**src/rtl/mem_port_arbiter.sv**
```systemverilog
// Two-port round-robin arbiter in front of a single-port RAM.
// It runs one whole transaction at a time: IDLE -> ISSUE -> (WAIT) -> DONE.
module mem_port_arbiter #(
    parameter int ADDR_W   = 9,
    parameter int DATA_W   = 32,
    parameter int READ_LAT = 1
) (
    input  logic              Clock,
    input  logic              Reset,
    input  logic              req0,
    input  logic              we0,
    input  logic [ADDR_W-1:0] addr0,
    input  logic [DATA_W-1:0] wdata0,
    output logic              gnt0,
    output logic              done0,
    input  logic              req1,
    input  logic              we1,
    input  logic [ADDR_W-1:0] addr1,
    input  logic [DATA_W-1:0] wdata1,
    output logic              gnt1,
    output logic              done1,
    output logic [DATA_W-1:0] rdata,
    output logic [ADDR_W-1:0] ram_addr,
    output logic [DATA_W-1:0] ram_wdata,
    output logic              ram_write,
    input  logic [DATA_W-1:0] ram_rdata,
    output logic              busy,
    output logic              owner
);

    localparam logic [2:0] LAT = 3'(READ_LAT);

    typedef enum logic [1:0] {IDLE, ISSUE, WAIT, DONE} state_t;

    state_t            state, state_nxt;
    logic              last_gnt;
    logic              lat_we;
    logic [ADDR_W-1:0] lat_addr;
    logic [DATA_W-1:0] lat_wdata;
    logic [2:0]        wait_cnt;
    logic              any_req;
    logic              pick;

    // Under contention the port that did not win last time goes next.
    always_comb begin
        any_req = req0 | req1;
        pick    = (req0 && req1) ? ~last_gnt : req1;
    end

    always_comb begin
        state_nxt = state;
        case (state)
            IDLE:    if (any_req) state_nxt = ISSUE;
            ISSUE:   state_nxt = lat_we ? DONE : WAIT;
            WAIT:    if (wait_cnt == 3'd1) state_nxt = DONE;
            DONE:    state_nxt = IDLE;
            default: state_nxt = IDLE;
        endcase
    end

    always_ff @(posedge Clock or posedge Reset) begin
        if (Reset) begin
            state     <= IDLE;
            last_gnt  <= 1'b1;
            owner     <= 1'b0;
            lat_we    <= 1'b0;
            lat_addr  <= '0;
            lat_wdata <= '0;
            wait_cnt  <= '0;
            rdata     <= '0;
        end else begin
            state <= state_nxt;
            case (state)
                IDLE: if (any_req) begin
                    owner     <= pick;
                    last_gnt  <= pick;
                    lat_we    <= pick ? we1 : we0;
                    lat_addr  <= pick ? addr1 : addr0;
                    lat_wdata <= pick ? wdata1 : wdata0;
                end
                ISSUE: wait_cnt <= LAT;
                WAIT: begin
                    wait_cnt <= wait_cnt - 3'd1;
                    if (wait_cnt == 3'd1) rdata <= ram_rdata;
                end
                default: ;
            endcase
        end
    end

    // Pulses decode straight from state so an async reset kills them at once.
    always_comb begin
        gnt0      = (state == ISSUE) && !owner;
        gnt1      = (state == ISSUE) &&  owner;
        done0     = (state == DONE)  && !owner;
        done1     = (state == DONE)  &&  owner;
        ram_write = (state == ISSUE) && lat_we;
        busy      = (state != IDLE);
        ram_addr  = lat_addr;
        ram_wdata = lat_wdata;
    end

endmodule

```
**config.mk**
```make
export PLATFORM = sky130hd
export DESIGN_NAME = mem_port_arbiter
export DESIGN_NICKNAME = d
export VERILOG_FILES = /design/src/rtl/mem_port_arbiter.sv
export SDC_FILE = /design/constraint.sdc
export NUM_CORES = 1
export LEC_CHECK = 0
export BUFFER_PORTS_ARGS = -buffer_cell sky130_fd_sc_hd__buf_2
export CAP_MARGIN = 10
export CORE_MARGIN = 1
export CORE_UTILIZATION = 44
export CTS_BUF_LIST = sky130_fd_sc_hd__clkbuf_8 sky130_fd_sc_hd__clkbuf_16
export CTS_CLUSTER_SIZE = 10
export DETAILED_ROUTE_END_ITERATION = 10
export PLACE_DENSITY = 0.8
export SYNTH_ARGS = -nofsm -noshare
export SYNTH_HDL_FRONTEND = slang
export SYNTH_SLANG_ARGS = --single-unit
```
**constraint.sdc**
```tcl
create_clock -name Clock -period 3.8 [get_ports Clock]
set_clock_uncertainty 0.05 [all_clocks]
set_input_delay 0.76 -clock Clock [delete_from_list [all_inputs] [get_ports Clock]]
set_output_delay 0.76 -clock Clock [all_outputs]
set_load 0.05 [all_outputs]
```
==> impl_results.md, run 1 <==
- Starting density of the core: 46.1%
- WL final: approximately 8.3 mm
- Post-route clock period utilization: 62.3%
- First-pass iteration count of the detailed router: 4
- Endpoints failing setup: 0
- Die Wd: 92.5 um
- GRT Residual Overflow: 0
- Number of buffers created by CTS: 9
- ANT cells: 0
- Clk Latency, worst-skew pair: ~0.34 ns
- Setup ws final: 1.43 ns
- Arrival time at the worst endpoint: 1.56 ns
- FMAX: 422 MHz
- Sequential area share after synthesis: 56.3%
- Full die area: 0.00855 mm2
- DR vias/cell: 4.79
- Peak supply drop: roughly 0.00054 V
- Synthesized area per cell: 12.1 um2
- Vias in the first global route: 2874
- Clock root cell: clkbuf_8
- Final Hold Fails: 0
- Core ar.: ~0.0078 mm2
- Final setup TNS: 0 ns
- Max Slew Vio Count: 0
- Syn nets: 424
- Period minus WS final: ~2.4 ns
- Max-Cap Viols: 0
- Cell area after synthesis: 0.00360 mm2
- Layout cells sized above 1: 50.8%
- Row cnt: 32
- Worst Path Max Fanout: 6
- PwrDens: 1080 mW/mm2
- Routed via count: ~2900
- Setup bufs post-CTS: 0
- GPL Wtd Cong: 0.785
- Worst hold path type: in2async
- CTS max path bufs: 2
- #FFs+latches synth: 81
- Yosys cell types: 29
- Slew headroom: 43.2%
- Reg-to-reg slack, setup: 1.53 ns
- CTS tree: built
- Antenna violations before repair: 0
- CTS Sinks: just over 80
- Hpwl dp: 6.56 mm
- DR DRC count: 0
- Chip Height: 92.5 um
- DP Worst Slack: 1.31 ns
- Nets: 621
- Placed cell areas: 0.00465 mm2
- Area occupied by multi-input gates: 0.00143 mm2
- PortBufs: 199
- Clock-pin transition on the worst setup and hold timing paths: 0.08 ns
- CTS hold repair buffers: 0
- Routed wire per std cell: about 14 um
- Yosys warns: 0
- Worst path required time: 2.99 ns
- Drt initial violations: 46
- Pleak: 0.00266 uW
- Critical path capture point type: primary output
- Post-Layout Inst Area: around 0.005 mm2
- Cts repair resizes: 0
- First-pass GRT wire length: ~13 mm
- Fill cells: 641
- Slew @ Worst Pin: 0.848 ns
- H-tree depth: 3
- GRT Overall Usage: 19.8%
- Register area: ~0.0020 mm2
- Antenna Nets Post-Route: 0
- RSZ-0062 raised after global routing: no
- Largest net degree at the start of global routing: 52
- IO Count: 200
- Layout area overhead: 35.1%
- WS Path Type: reg2out
- Synthesized instance count: 297
- Status: finished, final reports clean
- Crit start category: flip-flop
kinds of logic (layout without fill, tap and decap cells):
kind of cell	count (synthesis)	after routing	share of synthesized area (%)
AO/OA/AOI/OAI	54	54	8.13
adder cells (fa/ha/maj)	7	7	2.43
buffers and inverters	24	225	4.38
flip-flops	81	81	56.3
multiplexers	75	75	22.0
AND/OR/NAND/NOR	56	56	6.71
area by class of cell:
class | instances | area share [%]
Tap cell | 102 | 2.62
Multi-Input combinational cell | 192 | 29.3
Clock buffer | 10 | 2.83
Clock inverter | 5 | 1.65
Timing Repair Buffer | 203 | 21.3
Inverter | 7 | 0.566
Sequential cell | 81 | 41.7
synth_stat cells:
cell type,instances,area share (%)
nand2_1,43,4.5
nand3_1,1,0.14
inv_1,7,0.73
mux2_1,2,0.63
ha_1,7,2.4
mux2_2,31,9.7
nor3_1,1,0.14
buf_2,6,0.83
dfrtp_1,80,56
dfstp_2,1,0.73
a21bo_1,1,0.28
clkbuf_1,3,0.31
o2bb2ai_1,1,0.24
a31oi_1,1,0.17
a21oi_1,1,0.14
nand2b_1,1,0.17
nand3_2,1,0.28
a221oi_1,1,0.24
o21ai_1,41,5.7
nand3b_1,2,0.42
and2_1,3,0.52
mux2i_1,42,12
nor2b_1,2,0.35
o21ai_0,5,0.70
a2bb2oi_1,1,0.24
buf_6,8,2.5
a22oi_1,1,0.21
nor2_1,2,0.21
o21a_1,1,0.21
sequential cells by signal, summed over array words and instances, names as in the netlist:
| register | cells |
|---|---|
| wait_cnt | 3 |
| lat_we | 1 |
| owner | 1 |
| rdata | 32 |
| ram_wdata | 32 |
| ram_addr | 9 |
| last_gnt | 1 |
| state | 2 |
power breakdown:
part | switching [uW] | internal (uW) | total, uW
Clock | 297 | 385 | 681
Combinational | 2220 | 845 | 3060
Sequential | 222 | 1300 | 1520
Total | 2730 | 2530 | 5260
layer usage:
layer  track usage [%]  wire length (um)
met1              24.2              3480
met5                 0                 0
met4              7.55               134
met3              4.27               620
met2              34.2              4070
path summary, 6_finish.rpt:
path	startpoint	to	cells after the start
worst max-delay path	state[0]	busy	4
worst min-delay path	Reset	ram_wdata[0]	2
worst min register to register	ram_addr[8]	ram_addr[8]	2
max in group asynchronous	Reset	lat_we	3
worst max register to register	state[0]	rdata[15]	4
min in group Clock	ram_addr[8]	ram_addr[8]	2
critical path, cell delays in order, from the launching register on:
cell     delay, ns
dfrtp_1       0.42
inv_1         0.14
ha_1          0.34
inv_1         0.09
buf_2         0.23
stage by stage:
step / instances / utilization [%] / hold WS [ns] / power, uW
finish: 600 / 62.3 / 0.315 / 5260
global route: 600 / 62.3 / 0.329 / 5560
CTS: 600 / 62.3 / 0.324 / 5310
detailed placement: 585 / 59.5 / 0.420 / 4630
global placement: 585 / 59.5 / 0.412 / 4530
floorplan: 297 / - / 0.392 / 3940
cells in the final DEF, fill, tap and decap left out, types with 2 or more instances in the layout:
cell type and instances:
buf_4 3, o21ai_1 40, and2_1 3, nand2_1 43
o21ai_0 5, clkbuf_8 10, mux2_1 2, buf_2 199
nor2b_1 2, nor2_1 2, mux2_2 31, mux2i_1 42
bufinv_16 2, dfrtp_1 80, ha_1 7, nand3b_1 2
inv_1 7
No activity file was read; power rests on OpenSTA's default activity.
==> inputs of run 2 (changes only) <==
==> constraint.sdc (replaced) <==
create_clock -name Clock -period 2.47 [get_ports Clock]
set_clock_uncertainty 0.05 [all_clocks]
set_input_delay 0.494 -clock Clock [delete_from_list [all_inputs] [get_ports Clock]]
set_output_delay 0.494 -clock Clock [all_outputs]
set_load 0.05 [all_outputs]
==> impl_results.md, run 2 (same netlist as run 1, synthesis figures left out) <==
- Drt initial violations: 77 (+67%)
- Nets: 620 (-0.16%)
- Final setup TNS: 0 ns (unchanged)
- Switching fraction of total power: 52.2% (+0.28 points)
- Pleak: 0.00267 uW (+0.25%)
- Number of buffers created by CTS: 9 (unchanged)
- CTS max path bufs: 2 (unchanged)
- Endpoints failing setup: 0 (unchanged)
- Layout cells sized above 1: 51.0% (+0.20 points)
- Vias in the first global route: 2782 (-3.2%)
- Largest net degree at the start of global routing: 82 (+58%)
- Chip Height: 92.5 um (unchanged)
- GRT Overall Usage: 19.7% (-0.13 points)
- PwrDens: 1660 mW/mm2 (+54%)
- Worst path required time: 2.65 ns (-0.34 ns)
- Max incr delay on CP: 0.63 ns (+0.21 ns)
- Setup bufs post-CTS: 0 (unchanged)
- Sequential share of power: 28.7% (-0.2 points)
- Cts repair resizes: 0 (unchanged)
- Core ar.: 0.00781 mm2 (unchanged)
- Hpwl dp: 6.25 mm (-4.7%)
- Starting density of the core: 46.1% (unchanged)
- RSZ-0062 raised after global routing: no
- Arrival time at the worst endpoint: 2.40 ns (+0.84 ns)
- Layout area overhead: 35.9%
- Worst hold path type: in2async
- Met2 GRT Util: 32.3% (-1.9 points)
- WS Path Type: reg2reg
- Critical Path Slowest Stage Cell: nand3_2
- Crit start category: flip-flop
- Int Pwr: 3890 uW (+54%)
- Finished Layout Cells: 600 (unchanged)
- WL final: 8.18 mm (-1.6%)
- H-tree depth: 3 (unchanged)
- Full die area: 0.00855 mm2 (unchanged)
- Critical path, cell by cell: inv_1 -> ha_1 -> nand3_2 -> mux2_1
- CTS tree: built
- Critical path capture point type: flip-flop
- Global-route met3 utilization: 5.17% (+0.90 points)
- Placed cell areas: 0.00467 mm2 (+0.43%)
- Post-route clock period utilization: 90.0%
- Worst Path Max Fanout: 32 (+26)
- CTS hold repair buffers: 0 (unchanged)
- Slew headroom: 46.4% (+3.2 points)
- PortBufs: 199 (unchanged)
- Peak supply drop: 0.000605 V (+13%)
- Period minus WS final: 2.22 ns
- Final Hold Fails: 0 (unchanged)
- ANT cells: 0 (unchanged)
- Comb pwr share: 58.0% (about the same)
- Antenna Nets Post-Route: 0 (unchanged)
- DR DRC count: 0 (unchanged)
- GPL Wtd Cong: 0.779 (-0.70%)
- Clk network pwr share: 13.3% (+0.4 points)
- Fill cells: 644 (+0.47%)
- Post-Layout Inst Area: 0.00489 mm2 (+0.59%)
- First-pass iteration count of the detailed router: 4 (unchanged)
- P_sw: 4250 uW (+55%)
- Most common cell after layout, fill and taps aside: buf_2
- GR peak layer: met2
- CTS Sinks: 81 (unchanged)
- Placed Cells: 584 (-0.17%)
- Clk Latency, worst-skew pair: 0.35 ns (about the same)
- Status: finished, final reports clean
- GRT Residual Overflow: 0 (unchanged)
- Antenna violations before repair: 0 (unchanged)
- Row cnt: 32 (unchanged)
- Clock root cell: clkbuf_8
- Max-Cap Viols: 0 (unchanged)
- Die Wd: 92.5 um (unchanged)
- First-pass GRT wire length: 13.1 mm (-0.58%)
- Most frequent cells in the layout: 199 x buf_2, 80 x dfrtp_1, 43 x nand2_1
- IO Count: 200 (unchanged)
- Routed via count: 2853 (-0.70%)
- Slew @ Worst Pin: 0.801 ns (-0.0471 ns)
- Met1 Use GR: 25.2% (+1.0 points)
- Max Slew Vio Count: 0 (unchanged)
- Routed wire per std cell: 13.6 um (-1.6%)
- Clock-pin transition on the worst setup and hold timing paths: 0.09 ns (about the same)
- FMAX: 450 MHz
- DR vias/cell: 4.76 (-0.70%)
==> run 2: cell types whose count changed in the layout (fill, tap and decap cells not counted), sizes merged <==
cell	change
buf	-1
clkbuf	-1
clkinv	+2
==> run 2: metal layers <==
metal | routed length (um) | share of wire, % | vias up
met3 | 679 | 8.3 | 9
met5 | 0 | 0 | -
met2 | 3880 | 47 | 141
met4 | 101 | 1.2 | 0
met1 | 3510 | 43 | 1286
li1 | - | - | 1417
==> run 2: per-stage QoR <==
stage | utilization (%) | total power [uW] | hold slack [ns] | setup WS [ns]
2_1_floorplan | - | 6060 | 0.392 | 0.560
3_3_place_gp | 59.8 | 6970 | 0.414 | 0.345
3_5_place_dp | 59.8 | 7120 | 0.420 | 0.251
4_1_cts | 62.7 | 8210 | 0.221 | 0.242
5_1_grt | 62.7 | 8590 | 0.233 | 0.0634
6_report | 62.7 | 8140 | 0.213 | 0.247
==> run 2: path summary, 6_finish.rpt <==
kind / start / to / slack (ns) / cells past startpoint
worst min-delay path: Reset / rdata[23] / 0.21 / 3
worst max register to register: state[0] / rdata[16] / 0.25 / 4
worst min register to register: ram_wdata[12] / ram_wdata[12] / 0.43 / 2
min in group Clock: ram_rdata[15] / rdata[15] / 0.31 / 2
max in group asynchronous: Reset / last_gnt / 1.83 / 3
worst max-delay path: state[0] / rdata[16] / 0.25 / 4
==> run 2: worst max-delay path: cells and delay by family (launching register included) <==
family / cells / cell delay (ns)
AND/OR/NAND/NOR: 1 / 0.63
multiplexers: 1 / 0.56
flip-flops: 1 / 0.42
adder cells (fa/ha/maj): 1 / 0.30
buffers and inverters: 1 / 0.14
==> run 2: power by group through the flow <==
stage	logic (uW)	clock network [uW]	registers [uW]
3_3_place_gp	4630	0	2340
6_report	4720	1080	2330
2_1_floorplan	1610	0	4450
3_5_place_dp	4770	0	2360
4_1_cts	4760	1110	2340
5_1_grt	5000	1180	2420
==> run 2: layout make-up <==
type                    count  area (um2)  share of cell area [%]
clock buffers               9         124                    2.53
clock inverters             7         103                    2.10
inverters                   7        30.0                   0.614
multi-input cells         192        1430                    29.1
flip-flops and latches     81        2030                    41.4
well taps                 102         128                    2.61
repair buffers            202        1060                    21.6
